**src/rtl/mitch_trunc_pipe_pkg.sv**
```systemverilog
// ---------------------------------------------------------------------------
// mitch_trunc_pipe_pkg
//
// Shared definitions for the truncated-Mitchell multiplier pipeline.
//
// Packages cannot take parameters, so the stage payload structs are sized
// for the largest supported operand width (NMAX = 32). Each instance uses
// only the low bits of those fields. The per-instance quantities (FRAC, KW,
// saturation value) are available as constant functions of the module
// parameters.
// ---------------------------------------------------------------------------
package mitch_trunc_pipe_pkg;

  localparam int NMAX  = 32;
  localparam int FMAX  = NMAX - 1;
  localparam int KPW   = $clog2(NMAX);
  localparam int KWMAX = $clog2(2 * NMAX) + 1;

  // Leading-one position, fraction field and exponent-sum field, all at
  // maximum width.
  typedef logic [KPW-1:0]   kpos_t;
  typedef logic [FMAX-1:0]  frac_t;
  typedef logic [KWMAX-1:0] ksum_t;

  // Payload after S1: both log terms plus the combined sign and zero flags.
  typedef struct packed {
    logic  valid;
    logic  sign;
    logic  zero;
    kpos_t kx;
    kpos_t ky;
    frac_t fx;
    frac_t fy;
  } s1_t;

  // Payload after S2: the summed log value, split into integer and fraction.
  typedef struct packed {
    logic  valid;
    logic  sign;
    logic  zero;
    ksum_t k;
    frac_t f;
  } s2_t;

  // Number of fraction bits kept below the leading one.
  function automatic int frac_of(input int w);
    return w - 1;
  endfunction

  // Width of the exponent sum kx + ky + carry.
  function automatic int kw_of(input int n);
    return $clog2(2 * n) + 1;
  endfunction

  // All-ones value of a 2n-bit product. The result is returned at maximum
  // width.
  function automatic logic [2*NMAX-1:0] sat_of(input int n);
    logic [2*NMAX-1:0] r;
    r = '0;
    for (int i = 0; i < 2 * NMAX; i++) begin
      if (i < 2 * n) r[i] = 1'b1;
    end
    return r;
  endfunction

endpackage

```
**src/rtl/mitch_trunc_pipe_log_enc.sv**
```systemverilog
// ---------------------------------------------------------------------------
// mitch_log_enc
//
// Per-operand log encoder for the Mitchell multiplier.
//
// The block computes the magnitude of the operand. In signed mode it uses a
// one's complement with no +1 correction. It then finds the leading one and
// normalises the magnitude so that the FRAC bits directly below the leading
// one become the log fraction. Missing low bits are zero-filled, and extra
// low bits are truncated.
//
// Ports:
//   op_i     [N-1:0]  operand
//   signed_i          1 = two's complement operand, 0 = unsigned
//   sign_o            operand sign (msb in signed mode, else 0)
//   zero_o            operand is exactly zero
//   k_o               leading-one position of the magnitude (0 when magnitude is 0)
//   f_o               FRAC-bit log fraction, zero-extended to package width
// ---------------------------------------------------------------------------
module mitch_log_enc
  import mitch_trunc_pipe_pkg::*;
#(
  parameter int N    = 16,
  parameter int FRAC = 5
) (
  input  logic [N-1:0] op_i,
  input  logic         signed_i,
  output logic         sign_o,
  output logic         zero_o,
  output kpos_t        k_o,
  output frac_t        f_o
);

  logic [N-1:0]    mag;
  logic [N-1:0]    norm;
  logic [FRAC-1:0] f;

  always_comb begin
    sign_o = signed_i & op_i[N-1];
    mag    = sign_o ? ~op_i : op_i;
    zero_o = (op_i == '0);

    // The highest set bit wins. A zero magnitude (operand -1) leaves k = 0,
    // and then norm is also 0, so f = 0.
    k_o = '0;
    for (int i = 0; i < N; i++) begin
      if (mag[i]) k_o = kpos_t'(i);
    end

    // Shift the leading one to the msb, drop it, and keep the next FRAC bits.
    norm = mag << (kpos_t'(N - 1) - k_o);
    f    = FRAC'((norm << 1) >> (N - FRAC));
    f_o  = frac_t'(f);
  end

endmodule

```
**src/rtl/mitch_trunc_pipe.sv**
```systemverilog
// ---------------------------------------------------------------------------
// mitch_trunc_pipe
//
// Three-stage approximate multiplier based on Mitchell's logarithm method,
// with a truncated mantissa and a constant compensation bias.
//
//   S1: magnitude, leading-one detection and normalisation (two encoders)
//   S2: log addition  S = fx + fy + C, K = kx + ky + carry
//   S3: antilog shift, saturation, sign and zero handling
//
// The whole pipe advances together when in_ready is high, so a stalled
// output also freezes every upstream stage.
//
// Ports:
//   clk, rst            rising-edge clock, synchronous active-high reset
//   in_valid/in_ready   operand handshake
//   in_signed           1 = x, y are two's complement
//   x, y      [N-1:0]   operands
//   out_valid/out_ready product handshake
//   p       [2N-1:0]    approximate product
// ---------------------------------------------------------------------------
module mitch_trunc_pipe
  import mitch_trunc_pipe_pkg::*;
#(
  parameter int N = 16,
  parameter int W = 6,
  parameter int C = 2
) (
  input  logic           clk,
  input  logic           rst,
  input  logic           in_valid,
  output logic           in_ready,
  input  logic           in_signed,
  input  logic [N-1:0]   x,
  input  logic [N-1:0]   y,
  output logic           out_valid,
  input  logic           out_ready,
  output logic [2*N-1:0] p
);

  localparam int FRAC = frac_of(W);
  localparam int KW   = kw_of(N);
  // The antilog mantissa is W bits and is shifted by up to 2N positions.
  localparam int AW   = W + 2 * N;
  localparam logic [2*N-1:0]  SAT   = (2*N)'(sat_of(N));
  localparam logic [FMAX+1:0] FMASK = (FMAX+2)'((64'd1 << FRAC) - 64'd1);

  logic  sx, sy, zx, zy;
  kpos_t kx, ky;
  frac_t fx, fy;

  s1_t s1_d, s1_q;
  s2_t s2_d, s2_q;
  logic [2*N-1:0] p_d, p_q;
  logic           out_valid_q;

  logic [FMAX+1:0] s_sum;
  logic [KW-1:0]   k_sum;
  logic [AW-1:0]   mant, shifted, mag_full;
  logic            ovf;
  logic [2*N-1:0]  mag;

  assign in_ready  = ~out_valid_q | out_ready;
  assign out_valid = out_valid_q;
  assign p         = p_q;

  mitch_log_enc #(.N(N), .FRAC(FRAC)) u_enc_x (
    .op_i    (x),
    .signed_i(in_signed),
    .sign_o  (sx),
    .zero_o  (zx),
    .k_o     (kx),
    .f_o     (fx)
  );

  mitch_log_enc #(.N(N), .FRAC(FRAC)) u_enc_y (
    .op_i    (y),
    .signed_i(in_signed),
    .sign_o  (sy),
    .zero_o  (zy),
    .k_o     (ky),
    .f_o     (fy)
  );

  // S1 payload. The product sign and zero flag are folded here so that
  // in_signed does not need to travel further down the pipe.
  always_comb begin
    s1_d       = '0;
    s1_d.valid = in_valid;
    s1_d.sign  = sx ^ sy;
    s1_d.zero  = zx | zy;
    s1_d.kx    = kx;
    s1_d.ky    = ky;
    s1_d.fx    = fx;
    s1_d.fy    = fy;
  end

  // S2: log addition. The fraction sum can carry up to 2 into the exponent.
  always_comb begin
    s_sum = (FMAX+2)'(s1_q.fx) + (FMAX+2)'(s1_q.fy) + (FMAX+2)'(C);
    k_sum = KW'(s1_q.kx) + KW'(s1_q.ky) + KW'(s_sum >> FRAC);

    s2_d       = '0;
    s2_d.valid = s1_q.valid;
    s2_d.sign  = s1_q.sign;
    s2_d.zero  = s1_q.zero;
    s2_d.k     = ksum_t'(k_sum);
    s2_d.f     = frac_t'(s_sum & FMASK);
  end

  // S3: antilog. (1.F) is shifted left by K, then the FRAC fraction bits are
  // dropped. Any bit above 2N means the product has overflowed.
  always_comb begin
    mant     = AW'(s2_q.f) | (AW'(1) << FRAC);
    shifted  = mant << s2_q.k;
    mag_full = shifted >> FRAC;
    ovf      = |mag_full[AW-1:2*N];
    mag      = ovf ? SAT : mag_full[2*N-1:0];
    p_d      = s2_q.zero ? '0 : (mag ^ {(2*N){s2_q.sign}});
  end

  // Pipeline registers. Reset overrides any transfer in the same cycle.
  // When the output stalls, in_ready is low and every stage holds.
  always_ff @(posedge clk) begin
    if (rst) begin
      s1_q        <= '0;
      s2_q        <= '0;
      p_q         <= '0;
      out_valid_q <= 1'b0;
    end else if (in_ready) begin
      s1_q        <= s1_d;
      s2_q        <= s2_d;
      p_q         <= p_d;
      out_valid_q <= s2_q.valid;
    end
  end

endmodule

```
**config.mk**
```make
export PLATFORM = sky130hd
export DESIGN_NAME = mitch_trunc_pipe
export DESIGN_NICKNAME = d
export VERILOG_FILES = /design/src/rtl/mitch_trunc_pipe_pkg.sv /design/src/rtl/mitch_trunc_pipe_log_enc.sv /design/src/rtl/mitch_trunc_pipe.sv
export SDC_FILE = /design/constraint.sdc
export NUM_CORES = 1
export LEC_CHECK = 0
export ABC_AREA = 1
export CORE_ASPECT_RATIO = 0.5
export CORE_MARGIN = 1
export CORE_UTILIZATION = 25
export DETAILED_ROUTE_END_ITERATION = 8
export PLACE_DENSITY = 0.48
export REMOVE_ABC_BUFFERS = 1
export SETUP_SLACK_MARGIN = 0.1
export SLEW_MARGIN = 25
export SYNTH_ARGS = -nofsm -noshare
export SYNTH_HDL_FRONTEND = slang
export SYNTH_SLANG_ARGS = --single-unit
```
**constraint.sdc**
```tcl
create_clock -name clk -period 8.4 [get_ports clk]
set_clock_uncertainty 0.15 [all_clocks]
set_input_delay 1.68 -clock clk [delete_from_list [all_inputs] [get_ports clk]]
set_output_delay 1.68 -clock clk [all_outputs]
set_load 0.03 [all_outputs]
```
==> impl_metrics.env <==
export IMPL_post_cts_setup_buffers=0
export IMPL_ys_flop_type="dfxtp_1"
export IMPL_design_area_um2=6820
export IMPL_power_mw=1.34
export IMPL_clk_pin_slew_ns=0.06
export IMPL_drc_errors=0
export IMPL_htree_levels=3
export IMPL_num_antenna_cells=0
export IMPL_die_area_um2=22900
export IMPL_netlist_area_um2=5580
export IMPL_min_path_type="flop to flop"
export IMPL_final_antenna_net_count=0
export IMPL_cts_buffers=9
export IMPL_fillers=2455
export IMPL_io_pins=71
export IMPL_layout_common_cells="nand2_1 (238), nand3_1 (100), inv_1 (85)"
export IMPL_synth_edf_count=0
export IMPL_first_global_vias=5134
export IMPL_yosysUniqueCellTypes=42
export IMPL_die_w_um=213
export IMPL_core_rowCount=38
export IMPL_cts_tree="done"
export IMPL_required_ns=6.57
export IMPL_fmax_mhz=183
export IMPL_gp_congestion=0.854
export IMPL_finalCritPeriodShare_pct=64.9
export IMPL_drtPass1Iterations=5
export IMPL_yosysWarnings=0
export IMPL_drive_gt1_share_pct=7.91
export IMPL_portBuffers=70
export IMPL_wl_per_cell_um=11.9
export IMPL_clock_path_buffers=2
export IMPL_yosys_area_top_type="dfxtp_1"
export IMPL_viasPerCell=4.46
export IMPL_grt_max_degree=69
export IMPL_slew_violations=0
export IMPL_layout_commonest_cell="nand2_1"
export IMPL_pre_cts_ws_ns=2.92
export IMPL_crit_slowest_cell="clkdlybuf4s50_1"
export IMPL_leakagePower_nw=3.08
export IMPL_cts_hold_buf=0
export IMPL_area_growth_synth_to_final_pct=22.3
export IMPL_power_density_nw_per_um2=197
export IMPL_wirelength_um=14500
export IMPL_rsz0062_at_grt="false"
export IMPL_die_y_um=108
export IMPL_drt_iter0_drc=309
export IMPL_max_stage_delay_ns=0.63
export IMPL_crit_arrival_ns=3.62
export IMPL_nNetsFinal=973
export IMPL_async_flop_share_pct=0
export IMPL_peakVddDrop_uv=78.5
export IMPL_max_slew_margin_rel_pct=44.7
export IMPL_yosys_area_top_type_share_pct=24.4
export IMPL_ys_seq_elements=68
export IMPL_cp_max_fo=68
export IMPL_min_period_ns=5.45
export IMPL_hold_viol_final=0
export IMPL_place_area_um2=6460
export IMPL_tns_ns=0
export IMPL_path_cells="clkdlybuf4s50_1 -> nor2_4 -> buf_4 -> clkinv_1 -> clkdlybuf4s50_1"
export IMPL_avgSynthCellArea_um2=6.35
export IMPL_cts_sinks=68
export IMPL_clk_latency_ns=0.33
export IMPL_crit_top_cell="clkdlybuf4s50_1"
export IMPL_grt_pass1_wl_um=24600
export IMPL_crit_path_start_kind="primary input"
export IMPL_antenna_found_initial=0
export IMPL_setup_violations_final=0
export IMPL_worstSetupEndpointType="output pin"
export IMPL_synth_seq_area_share_pct=24.4
export IMPL_cap_violations=0
export IMPL_hpwl_um=11100
export IMPL_setup_ws_ns=2.95
export IMPL_post_route_util_pct=31.3
export IMPL_cts_root_buf="clkbuf_16"
export IMPL_vias=5459
export IMPL_outcome="finished clean"
export IMPL_grt_usage_pct=13.0
export IMPL_path_class="primary input to output pin"
export IMPL_synthCells=878
export IMPL_worst_slew_pin_slew_ns=0.828
export IMPL_initial_core_util_pct=25.6
export IMPL_ctsResizeCount=0
export IMPL_synthTopCellsByArea="dfxtp_1 (24%), nand2_1 (16%), nand3_1 (9.0%)"
export IMPL_grt_overflow=0
export IMPL_core_area_um2=21800
==> layer usage <==
layer	track usage (%)	part of all wire [%]	vias up
li1	-	-	2903
met1	18.1	52	2444
met2	20.8	43	106
met3	2.60	4.8	6
met4	2.76	0.51	0
met5	0	0	-
==> registers in the layout (all words and copies together) (netlist names) <==
register   count
out_valid      1
mant           5
s1_q          21
s2_q           9
p             32
==> cells by family (layout without fill, tap and decap cells) <==
family / after synthesis / after routing / share of synthesized area [%]
buffers and inverters: 150 / 195 / 11.2
AO/OA/AOI/OAI: 150 / 150 / 14.8
multiplexers: 1 / 1 / 0.179
AND/OR/NAND/NOR: 428 / 428 / 33.5
XOR/XNOR: 63 / 63 / 11.4
adder cells (fa/ha/maj): 18 / 18 / 4.58
flip-flops: 68 / 68 / 24.4
==> path summary, 6_finish.rpt <==
path                  start  endpoint  slack [ns]  cells after the start
setup / recovery  out_ready  in_ready        2.95                      5
hold / removal     s2_q[40]  s2_q[40]        0.30                      2
setup reg to reg   s1_q[32]  s2_q[36]        5.05                     16
hold reg to reg    s2_q[40]  s2_q[40]        0.30                      2
==> layout make-up <==
class | count | area [um2] | share of cell area, %
Multi-Input combinational cell | 660 | 3610 | 52.9
Sequential cell | 68 | 1360 | 20.0
Inverter | 105 | 394 | 5.78
Clock inverter | 6 | 111 | 1.63
Timing Repair Buffer | 74 | 731 | 10.7
Tap cell | 300 | 375 | 5.50
Clock buffer | 10 | 239 | 3.50
==> cells in the mapped netlist, types with 6 or more instances <==
cell,number
nand3_1,100
nor2_1,52
inv_2,17
o21ai_0,64
nand2_1,238
buf_1,6
nor4_1,9
ha_1,14
o21ai_1,9
xor2_2,9
dfxtp_1,68
xor2_1,44
xnor2_1,8
a21oi_1,53
o211ai_1,10
inv_1,85
clkbuf_1,27
nor3_1,6
==> through the flow <==
| stage | hold WS (ns) | instances |
|---|---|---|
| 2_1_floorplan | 0.280 | 833 |
| 3_3_place_gp | 0.292 | 1207 |
| 3_5_place_dp | 0.298 | 1207 |
| 4_1_cts | 0.308 | 1223 |
| 5_1_grt | 0.323 | 1223 |
| 6_report | 0.302 | 1223 |
==> power breakdown <==
| part | total, mW | leakage [nW] | switching (mW) | internal (mW) |
|---|---|---|---|---|
| Combinational | 0.500 | 2.35 | 0.314 | 0.185 |
| Clock | 0.440 | 0.169 | 0.142 | 0.298 |
| Sequential | 0.404 | 0.561 | 0.0367 | 0.368 |
| Total | 1.34 | 3.08 | 0.493 | 0.851 |
==> critical path: cells and delay by family <==
family,cells,cell delay (ns)
buffers and inverters,4,1.83
and+or+nand+nor,1,0.11
(Power assumes the default switching activity.)
